===== src/rtl/tpu_pkg.sv =====
// Shared TPU definitions: default datapath geometry and the vector reader FSM states.
package tpu_pkg;

  localparam int DEFAULT_WIDTH = 8;
  localparam int DEFAULT_LANES = 4;

  typedef enum logic [1:0] {
    IDLE,
    FETCH,
    FLUSH,
    DONE
  } rd_state_e;

endpackage


===== src/rtl/lane_skew.sv =====
// Triangular delay line feeding the systolic rows: lane i is held back i cycles
// behind lane 0, and each lane carries its own valid with zeroed data when idle.
module lane_skew #(
  parameter int WIDTH = 8,
  parameter int LANES = 4
) (
  input  logic                   clk,
  input  logic                   reset,
  input  logic                   in_valid,
  input  logic [LANES*WIDTH-1:0] in_data,
  output logic [LANES-1:0]       lane_valid,
  output logic [LANES*WIDTH-1:0] lane_data,
  output logic                   pending
);

  // upstream_busy[i]: something is still travelling towards lane i's output
  logic [LANES-1:0] upstream_busy;

  assign lane_valid[0]          = in_valid;
  assign lane_data[0 +: WIDTH]  = in_valid ? in_data[0 +: WIDTH] : '0;
  assign upstream_busy[0]       = 1'b0;

  for (genvar i = 1; i < LANES; i++) begin : g_lane
    logic [i-1:0]     v_q;
    logic [WIDTH-1:0] d_q [i];

    always_ff @(posedge clk or posedge reset) begin
      if (reset) begin
        v_q <= '0;
        for (int j = 0; j < i; j++) begin
          d_q[j] <= '0;
        end
      end else begin
        v_q[0] <= in_valid;
        d_q[0] <= in_valid ? in_data[i*WIDTH +: WIDTH] : '0;
        for (int j = 1; j < i; j++) begin
          v_q[j] <= v_q[j-1];
          d_q[j] <= d_q[j-1];
        end
      end
    end

    assign lane_valid[i]              = v_q[i-1];
    assign lane_data[i*WIDTH +: WIDTH] = d_q[i-1];

    if (i > 1) begin : g_inner
      assign upstream_busy[i] = in_valid | (|v_q[i-2:0]);
    end else begin : g_first
      assign upstream_busy[i] = in_valid;
    end
  end

  assign pending = |upstream_busy;

endmodule


===== src/rtl/ub_vector_reader.sv =====
// Pops bytes from the unified buffer, packs LANES of them into a vector and
// launches each vector into the systolic array through a diagonal skew line.
module ub_vector_reader
  import tpu_pkg::*;
#(
  parameter int WIDTH   = DEFAULT_WIDTH,
  parameter int LANES   = DEFAULT_LANES,
  parameter int MAX_VEC = 256,
  parameter int CNT_W   = $clog2(MAX_VEC + 1)
) (
  input  logic                   clk,
  input  logic                   reset,
  input  logic                   start,
  input  logic [CNT_W-1:0]       num_vec,
  output logic                   busy,
  output logic                   done,
  output logic                   proto_err,
  input  logic                   ub_empty,
  output logic                   ub_rd_ready,
  input  logic                   ub_rd_valid,
  input  logic [WIDTH-1:0]       ub_rd_data,
  output logic [LANES-1:0]       lane_valid,
  output logic [LANES*WIDTH-1:0] lane_data
);

  localparam int IDX_W = (LANES > 1) ? $clog2(LANES) : 1;
  localparam int POP_W = CNT_W + $clog2(LANES);

  rd_state_e state_q, state_d;

  logic [POP_W-1:0]       pops_left_q;
  logic [IDX_W-1:0]       byte_idx_q;
  logic                   pop_d_q;
  logic [WIDTH-1:0]       pack_q [LANES];
  logic [LANES*WIDTH-1:0] vec_q;
  logic [LANES*WIDTH-1:0] vec_next;
  logic                   vec_valid_q;

  logic                   accept_start;
  logic [CNT_W-1:0]       num_vec_clamped;
  logic                   pop;
  logic                   last_slot;
  logic                   vec_done;
  logic                   final_capture;
  logic                   skew_pending;

  assign accept_start    = (state_q == IDLE) && start;
  assign num_vec_clamped = (num_vec > CNT_W'(MAX_VEC)) ? CNT_W'(MAX_VEC) : num_vec;
  assign pop             = ub_rd_ready && !ub_empty;
  assign last_slot       = (byte_idx_q == IDX_W'(LANES - 1));
  assign vec_done        = pop_d_q && last_slot;
  // Nothing is left to pop, so this completed vector is the command's last one
  assign final_capture   = vec_done && (pops_left_q == '0);

  always_ff @(posedge clk or posedge reset) begin
    if (reset) begin
      state_q <= IDLE;
    end else begin
      state_q <= state_d;
    end
  end

  always_comb begin
    state_d = state_q;
    unique case (state_q)
      IDLE:    if (start) state_d = (num_vec_clamped == '0) ? DONE : FETCH;
      FETCH:   if (final_capture) state_d = FLUSH;
      FLUSH:   if (!skew_pending) state_d = DONE;
      DONE:    state_d = IDLE;
      default: state_d = IDLE;
    endcase
  end

  always_comb begin
    busy        = (state_q != IDLE);
    done        = (state_q == DONE);
    ub_rd_ready = (state_q == FETCH) && (pops_left_q != '0);
  end

  // The buffer read is registered, so a pop in one cycle is captured in the next
  always_ff @(posedge clk or posedge reset) begin
    if (reset) begin
      pops_left_q <= '0;
      byte_idx_q  <= '0;
      pop_d_q     <= 1'b0;
      proto_err   <= 1'b0;
    end else begin
      pop_d_q <= pop;
      if (accept_start) begin
        pops_left_q <= POP_W'(num_vec_clamped) * POP_W'(LANES);
        byte_idx_q  <= '0;
        proto_err   <= 1'b0;
      end else begin
        if (pop) begin
          pops_left_q <= pops_left_q - POP_W'(1);
        end
        if (pop_d_q) begin
          byte_idx_q <= last_slot ? '0 : byte_idx_q + IDX_W'(1);
          if (!ub_rd_valid) begin
            proto_err <= 1'b1;
          end
        end
      end
    end
  end

  // The last byte bypasses the pack register so a vector leaves on its final capture
  always_comb begin
    vec_next = '0;
    for (int k = 0; k < LANES - 1; k++) begin
      vec_next[k*WIDTH +: WIDTH] = pack_q[k];
    end
    vec_next[(LANES-1)*WIDTH +: WIDTH] = ub_rd_data;
  end

  always_ff @(posedge clk or posedge reset) begin
    if (reset) begin
      for (int k = 0; k < LANES; k++) begin
        pack_q[k] <= '0;
      end
      vec_q       <= '0;
      vec_valid_q <= 1'b0;
    end else begin
      if (pop_d_q) begin
        pack_q[byte_idx_q] <= ub_rd_data;
      end
      vec_valid_q <= vec_done;
      vec_q       <= vec_done ? vec_next : '0;
    end
  end

  lane_skew #(
    .WIDTH (WIDTH),
    .LANES (LANES)
  ) u_lane_skew (
    .clk        (clk),
    .reset      (reset),
    .in_valid   (vec_valid_q),
    .in_data    (vec_q),
    .lane_valid (lane_valid),
    .lane_data  (lane_data),
    .pending    (skew_pending)
  );

endmodule

===== config.mk =====
export PLATFORM = sky130hd
export DESIGN_NAME = ub_vector_reader
export DESIGN_NICKNAME = d
export VERILOG_FILES = /design/src/rtl/tpu_pkg.sv /design/src/rtl/lane_skew.sv /design/src/rtl/ub_vector_reader.sv
export SDC_FILE = /design/constraint.sdc
export NUM_CORES = 1
export LEC_CHECK = 0
export ABC_CLOCK_PERIOD_IN_PS = 10400
export CAP_MARGIN = 10
export CORE_ASPECT_RATIO = 0.5
export CORE_MARGIN = 2
export CORE_UTILIZATION = 40
export DETAILED_ROUTE_END_ITERATION = 16
export GPL_TIMING_DRIVEN = 0
export PLACE_DENSITY = 0.61
export SKIP_CTS_REPAIR_TIMING = 1
export SYNTH_ARGS = -nofsm -noshare
export SYNTH_HDL_FRONTEND = slang
export SYNTH_SLANG_ARGS = --single-unit

===== constraint.sdc =====
create_clock -name clk -period 10.4 [get_ports clk]
set_input_delay 2.08 -clock clk [delete_from_list [all_inputs] [get_ports clk]]
set_output_delay 2.08 -clock clk [all_outputs]
set_load 0.01 [all_outputs]

==> metrics <==
WHS Endpoint u_lane_skew.lane_data[30]$_DFF_PP0_; Setup crit start kind flip-flop; DR vias 2859; Util after Layout 54.9%; H-tree levels 4; ranking of synthesized cells by area dfrtp_1 67%, mux2_2 5.8%, and2_1 4.7%; number of flops mapped to enable cells by yosys 0; flop2flop setup slack 8.24 ns; Root Driver clkbuf_16; initial antenna violation count 0; Synth top area share 67.0%; share of cells above drive strength 1 18.6%; row cnt 27; #FFs+latches synth 125; Worst Tran Pin Value 0.748 ns; worst r2r dst pops_left_q[2]$_DFFE_PP0P_; clk buf depth 2; # diodes 0; Syn Inst Count 346; I/O pins 62; CORE AREA 0.0112 sq mm; pin count of the biggest net entering global routing 70; pre-CTS WS 6.35 ns; setup TNS 0 ns; CP required 8.32 ns; post-layout min period 4.53 ns; hold wc startpoint u_lane_skew.g_lane[3].d_q[14]$_DFF_PP0_; GPL Wtd Cong 0.836; slowest CP cell nor4b_1; WL/cell 14.9 um; Area growth, synth to finish 31.4%; Pleak 2.96 nW; kind of cell adding the most delay to the critical path buffers and inverters; number of remaining DRC errors 0; Vias/cell 4.77; ys async rst share 100%; cell with the most instances after synthesis dfrtp_1; synth cell count leaders 125 x dfrtp_1, 35 x and2_1, 33 x and3_1; worst vdd ir 0.120 mV; Hold Path Class reg -> reg; Reg2Reg Depth 7; Fin. Hold Viols 0; TritonCTS clock tree built; WHS Path Cells 0; worst path arrival time 2.45 ns; post-route ant nets 0; global-route wire length before repair 15.1 mm; initial core utilization 41.8%; sequential share of the synthesized area 67.0%; RSZ-0062 raised after global routing no; cell taking the most area after synthesis dfrtp_1; Die Area 0.0126 sq mm; status finished clean; Slew Viols, Final 0; cts bufs inserted 17; initial DRC count 150; Max transition margin 49.4%; post-synthesis cell area 0.00467 sq mm; Setup Skew 0.00888 ns; pwr/cell area 248 mW/mm^2; CP Depth 5; vias in the first global route 3049; synth warn 0; I/O Buffers 61; nets 460; CP max FO 4; Synthesized Nets 379; clk sinks 125; PnR worst setup slack 5.87 ns; 1st-pass router iterations 4; Max-Cap Viols 0; Total Routed Length 8.93 mm; clock latency on the worst-skew pair 0.40 ns; Worst-path clk slew 0.06 ns; Worst setup EP type output pin; CP Buf/Inv Count 2; Synth cell types 36; HPWL reported at the end of detailed placement 5.98 mm; R2R Path Start pops_left_q[0]$_DFFE_PP0P_; fin crit share 43.6%; Peak Freq 0.221 GHz; FILL cells 928; Post-synth top flop dfrtp_1; Overall Global Routing Usage 16.1%; critical path class reg -> out; synthesized area per cell 13.5 sq um; Final setup viols 0; height of the die 80.4 um; grt ovf 0; Worst path max stage delay 0.62 ns; crit-path cells inv_1 -> ha_1 -> nor4b_1 -> a31oi_1 -> clkdlybuf4s50_1; Die W 157 um
## flip-flops by register name (all words and copies together), names as in the netlist
register and cells:
u_lane_skew.g_lane.d_q 32, pop_d_q 1, u_lane_skew.g_lane.v_q 3, vec_q 32, u_lane_skew.lane_data 16, proto_err 1
state_q 2, byte_idx_q 2, pops_left_q 11, pack_q 24, vec_valid_q 1
## worst reg2reg max path, delay by kind of cell (launching register included)
family,cells,cell delay [ns]
AOI/OAI and AO/OA,3,0.60
and+or+nand+nor,1,0.62
DFF,1,0.42
buffers and inverters,2,0.23
adders and majority gates,1,0.17
## final cells by class
type,instances,area [sq um],area share (%)
clock buffer,17,425,6.93
multi-input combinational,179,1320,21.5
buffer,30,180,2.94
tap,159,199,3.24
clock inverter,15,198,3.22
timing repair buffer,62,638,10.4
inverter,12,50.0,0.815
sequential,125,3130,51.0
## layer usage
layer / global-route usage (%) / share of wire (%) / vias up / wire length (um)
met5: 0 / 0 / - / 0
met3: 4.21 / 4.9 / 17 / 438
li1: - / - / 1339 / -
met1: 20.2 / 46 / 1417 / 4100
met4: 7.89 / 1.9 / 0 / 171
met2: 26.1 / 47 / 86 / 4220
## worst max-delay path by stage
stage	start	to
2_1_floorplan	reset	byte_idx_q[0]$_DFFE_PP0P_
3_3_place_gp	reset	pops_left_q[10]$_DFFE_PP0P_
3_5_place_dp	pops_left_q[0]$_DFFE_PP0P_	ub_rd_ready
4_1_cts	pops_left_q[0]$_DFFE_PP0P_	ub_rd_ready
5_1_grt	pops_left_q[0]$_DFFE_PP0P_	ub_rd_ready
6_report	pops_left_q[0]$_DFFE_PP0P_	ub_rd_ready
## cell usage in the layout, fill, tap and decap left out, types with 4 or more instances in the layout
cell,netlist,layout
or3_1,4,4
and3_1,33,33
mux2i_1,4,4
dfrtp_1,125,125
buf_4,18,18
inv_1,11,10
clkbuf_1,12,12
and2_1,35,35
clkdlybuf4s50_1,0,61
or4_1,5,5
nor2_1,8,8
nand3_1,6,6
a21oi_1,7,7
mux2_2,24,24
clkbuf_16,0,17
o31ai_1,5,5
ha_1,11,11
a31oi_1,6,6
nand2_1,6,6
inv_6,0,8
## where the power goes
part	internal [mW]	switching (mW)
Clock	0.386	0.226
Sequential	0.570	0.0567
Combinational	0.135	0.149
## stage by stage
step	std cells	instance area (sq um)	power [mW]	hold slack (ns)
after floorplan	346	4670	0.817	0.331
after global placement	566	5480	0.892	0.331
after detailed placement	567	5510	0.915	0.336
after CTS	599	6140	1.53	0.350
after global routing	599	6140	1.61	0.354
final	599	6140	1.52	0.346
## logic make-up after synthesis
kind of cell               count (synthesis)  synth area share, %
adders and majority gates                 11                 2.95
DFF                                      125                 67.0
and+or+nand+nor                          112                 14.5
muxes                                     28                 6.64
AOI/OAI and AO/OA                         26                 3.75
buffers and inverters                     42                 4.82
xor gates and xnor gates                   2                0.375
(Power assumes the default switching activity.)
